## src/rtl/clkbuf_branch_sequencer.sv

```systemverilog
// Staggered enable sequencer for gated clock-tree branches: one branch switches per
// transition, followed by a programmable settle window before the next may start.
module clkbuf_branch_sequencer #(
  parameter int N_BRANCH = 4,
  parameter int STAGGER  = 3
) (
  input  logic                CLK,
  input  logic                RN,
  input  logic [N_BRANCH-1:0] REQ,
  input  logic                TE,
  output logic [N_BRANCH-1:0] EN,
  output logic [N_BRANCH-1:0] ACK,
  output logic                BUSY,
  output logic                dbg_state
);

  localparam int GW = $clog2(N_BRANCH);
  localparam int CW = $clog2(STAGGER + 1);
  localparam logic [GW-1:0] LAST_IDX = GW'(N_BRANCH - 1);
  localparam logic [CW-1:0] CNT_LOAD = CW'(STAGGER - 1);

  typedef enum logic {
    IDLE   = 1'b0,
    SETTLE = 1'b1
  } state_t;

  // Handshake: REQ[i] is a level; ACK[i] follows it high only after the branch clock
  // has run a full settle window, and drops on the very edge EN[i] is removed.
  state_t              state, state_nx;
  logic [N_BRANCH-1:0] en_r, en_nx;
  logic [N_BRANCH-1:0] ack_r, ack_nx;
  logic [GW-1:0]       rr_ptr, rr_nx;
  logic [CW-1:0]       cnt, cnt_nx;
  logic [GW-1:0]       g_idx, g_nx;
  logic                g_dir, dir_nx;

  logic [N_BRANCH-1:0] pending;
  logic                found;
  logic [GW-1:0]       grant;
  logic [GW-1:0]       cand;
  int                  arb_j;

  assign pending = REQ ^ en_r;

  // Round-robin search: first pending index at or after rr_ptr, wrapping.
  always_comb begin
    found = 1'b0;
    grant = rr_ptr;
    cand  = rr_ptr;
    arb_j = 0;
    for (int off = 0; off < N_BRANCH; off++) begin
      arb_j = int'(rr_ptr) + off;
      if (arb_j >= N_BRANCH) arb_j = arb_j - N_BRANCH;
      cand = GW'(arb_j);
      if (!found && pending[cand]) begin
        found = 1'b1;
        grant = cand;
      end
    end
  end

  always_comb begin
    state_nx = state;
    en_nx    = en_r;
    ack_nx   = ack_r;
    rr_nx    = rr_ptr;
    cnt_nx   = cnt;
    g_nx     = g_idx;
    dir_nx   = g_dir;
    case (state)
      IDLE: begin
        if (found) begin
          en_nx[grant] = REQ[grant];
          if (!REQ[grant]) ack_nx[grant] = 1'b0;
          cnt_nx   = CNT_LOAD;
          rr_nx    = (grant == LAST_IDX) ? '0 : grant + 1'b1;
          g_nx     = grant;
          dir_nx   = REQ[grant];
          state_nx = SETTLE;
        end
      end
      SETTLE: begin
        if (cnt != '0) begin
          cnt_nx = cnt - 1'b1;
        end else begin
          if (g_dir) ack_nx[g_idx] = 1'b1;
          state_nx = IDLE;
        end
      end
      default: state_nx = IDLE;
    endcase
  end

  always_ff @(posedge CLK or negedge RN) begin
    if (!RN) begin
      state  <= IDLE;
      en_r   <= '0;
      ack_r  <= '0;
      rr_ptr <= '0;
      cnt    <= '0;
      g_idx  <= '0;
      g_dir  <= 1'b0;
    end else begin
      state  <= state_nx;
      en_r   <= en_nx;
      ack_r  <= ack_nx;
      rr_ptr <= rr_nx;
      cnt    <= cnt_nx;
      g_idx  <= g_nx;
      g_dir  <= dir_nx;
    end
  end

  // Test enable overrides the gating cells only; sequencing state is untouched.
  assign EN        = en_r | {N_BRANCH{TE}};
  assign ACK       = ack_r;
  assign BUSY      = (state == SETTLE);
  assign dbg_state = state;

endmodule

```

## config.mk

```make
export PLATFORM = sky130hd
export DESIGN_NAME = clkbuf_branch_sequencer
export DESIGN_NICKNAME = d
export VERILOG_FILES = /design/src/rtl/clkbuf_branch_sequencer.sv
export SDC_FILE = /design/constraint.sdc
export NUM_CORES = 1
export LEC_CHECK = 0
export ABC_AREA = 0
export ABC_CLOCK_PERIOD_IN_PS = 2100
export BUFFER_PORTS_ARGS = -buffer_cell sky130_fd_sc_hd__buf_2
export CORE_ASPECT_RATIO = 0.8
export CORE_MARGIN = 5
export CORE_UTILIZATION = 54
export CTS_CLUSTER_DIAMETER = 200
export DETAILED_ROUTE_END_ITERATION = 16
export GPL_TIMING_DRIVEN = 0
export PLACE_DENSITY = 0.77
export SLEW_MARGIN = 10
export SYNTH_ARGS = -nofsm -noshare
export SYNTH_HDL_FRONTEND = slang
export SYNTH_SLANG_ARGS = --single-unit
export TNS_END_PERCENT = 100
```

## constraint.sdc

```tcl
create_clock -name CLK -period 2.1 [get_ports CLK]
set_input_delay 0.105 -clock CLK [delete_from_list [all_inputs] [get_ports CLK]]
set_output_delay 0.105 -clock CLK [all_outputs]
set_load 0.05 [all_outputs]
```

==> flow_summary.toml <==
[run_status]
outcome = "finished clean"

[detailed_routing]
drcViolationCount = 0
viasPerCell = 6.08
drt_iter0_drc = 68
dr.pass1.iters = 4
ant_nets = 0
vias = 1009
wl_um = 2780
wl_per_cell_um = 16.8

[synthesis]
synth_area_leader_cell = "dfrtp_1"
yosys-top-cells-area = "dfrtp_1 (39%), ha_1 (6.2%), o221ai_1 (6.0%)"
yosysSeqAreaShare_pct = 39.5
ys_seq_elements = 16
ys_warn_count = 0
synthArstFlopShare_pct = 100
synthFlopType = "dfrtp_1"
syn_area_um2 = 1010
synth_top_area_share_pct = 39.5
yosysUniqueCellTypes = 30
syn_inst = 111
synth_edf_count = 0
syn-num-nets = 123
ys_top_cells_by_count = "dfrtp_1 (16), nand2_1 (16), nor2_1 (13)"
synth_area_per_cell_um2 = 9.14

[clock_tree]
cts_tree = "built"
clk_pin_slew_ns = 0.09
clk_latency_ns = 0.30
clk_path_buf_depth = 2
cts_sinks = 16
cts_root_buf = "clkbuf_4"
cts_made_buffers = 3
h-tree-depth = 1

[timing]
timing.final.hold_violations = 0
layout_min_cycle_time_ns = 2.07
drv_slew = 0
worst_pin_slew_ns = 0.461
relSlewSlack_pct = 68.6
fin_skew_ns = 0.00255
rsz0062_at_grt = "true"
fmax_mhz = 482
setup_viol = 0
finalCritPeriodShare_pct = 98.7

[placed_design]
dp_hpwl_um = 1680
place.gp.congestion = 0.824
io_buffer_count = 16
place_inst = 151

[min_path]
hp-class = "in -> async"

[critical_path]
required_ns = 2.27
cp.arrival_ns = 2.24
ff2ff_path_depth = 8
crit_fanout = 11
startpoint_type = "flip-flop"
critPathKind = "reg -> reg"
crit_path_end_kind = "flip-flop"

[finish]
fin_nets = 155
stdcell_count = 166
antenna_cells = 0
drive_above_1_share_pct = 43.0
fillerInstances = 136
areaGrowthSynthToFinish_pct = 35.9

[floorplan]
fp.dieArea_um2 = 2850
io_pins = 17
dieHeight_um = 48.8
initial_utilization_pct = 55.2
fp.coreArea_um2 = 1840
rows = 14
die_x_um = 58.5

[global_routing]
grt_pass1_wl_um = 4200
grt_pass1_vias = 961
antenna_found_initial = 0
overflow = 0
grt_use_total_pct = 18.9
grt_max_degree = 17

[flow_run]
drv_cap = 0
==> timing repair <==
| action | CTS | global route |
|---|---|---|
| gates resized for setup | 8 | 16 |
| pin swaps | 2 | 6 |
| setup endpoints to repair | 7 | 9 |
| cloned | 0 | 2 |
| setup buffers | 2 | 6 |
| endpoints found under the hold margin | 16 | 0 |
| hold buffers | 1 | 0 |
==> layout make-up <==
cell class	count	area, µm²	area share, %
flip-flops and latches	16	402	29.1
plain buffers	3	23.8	1.72
repair buffers	25	150	10.9
clock buffers	4	36.3	2.63
well taps	24	30.0	2.18
inverters	6	22.5	1.63
multi-input cells	88	714	51.8
==> cell usage in the layout (no fill, tap or decap) <==
cell type      count
buf_2             16
o31ai_1            1
a21o_1             1
a221oi_2           4
nand4_1            1
buf_6              1
nand2b_1           1
o221ai_1           5
ha_2               3
nor2_1            13
xnor2_4            2
mux2i_2            2
clkbuf_4           3
o21ai_1            1
inv_1              5
clkbuf_2           1
buf_4              9
a41o_2             1
clkbuf_8           1
o21ai_0            4
ha_1               2
a311oi_2           1
or2_2              4
nand2_2            2
o211ai_1           1
mux2i_4            2
dfrtp_2            1
a21oi_2            1
xnor2_2            2
nand3_1           11
o221ai_2           2
a21oi_1            2
xor2_1             2
nand2_1           14
dfrtp_1           15
dlygate4sd3_1      1
nor2b_1            1
inv_2              1
a41oi_2            1
a32o_2             1
==> cells by family after synthesis <==
logic type               after synthesis  synth area share, %
flip-flops                            16                 39.5
XOR/XNOR                               6                 6.66
AO/OA/AOI/OAI                         26                 20.7
AND/OR/NAND/NOR                       47                 20.5
multiplexers                           2                 2.71
adder cells (fa/ha/maj)                5                 6.17
buffers and inverters                  9                 3.82
==> routing by layer <==
metal	share of wire [%]	global-route usage, %
met1	44	25.8
met2	47	29.4
met3	7.5	3.44
met4	1.0	7.72
met5	0	0
==> worst max-delay path, cell delays in order, from the launching register on <==
cell	delay (ns)
dfrtp_2	0.47
xnor2_4	0.31
o221ai_2	0.15
a21oi_2	0.26
buf_6	0.19
ha_1	0.21
nand2_1	0.11
nor2_1	0.16
a221oi_2	0.09
==> state kept, by name, summed over array words and instances, names as in the netlist <==
signal	flops
rr_ptr	2
en_r	4
g_idx	2
ACK	4
BUSY	1
g_dir	1
cnt	2
==> final timing paths <==
path	startpoint	slack (ns)	to
worst max-delay path	en_r[0]$_DFFE_PN0P_	0.03	ACK[1]$_DFFE_PN0P_
worst min-delay path	RN	0.24	g_idx[1]$_DFFE_PN0P_
worst max register to register	en_r[0]$_DFFE_PN0P_	0.03	ACK[1]$_DFFE_PN0P_
worst min register to register	cnt[0]$_DFFE_PN0P_	0.51	cnt[0]$_DFFE_PN0P_
max in group asynchronous	RN	1.58	en_r[0]$_DFFE_PN0P_
min in group CLK	REQ[1]	0.28	en_r[1]$_DFFE_PN0P_
==> stage by stage <==
step	utilization (%)	setup WS [ns]	hold slack, ns	area (µm²)	setup TNS (ns)
final	75.0	0.0272	0.236	1380	0
after global routing	75.0	-0.0615	0.289	1380	-0.227
after CTS	67.4	-0.0170	0.255	1240	-0.0170
after detailed placement	61.2	-0.0826	0.0392	1120	-0.388
after global placement	61.2	-0.0421	0.0279	1120	-0.0562
after floorplan	-	0.217	-0.191	1010	0
Power is not shown: default switching activity piles up to over one toggle a cycle in this logic, so the estimate is an artifact.
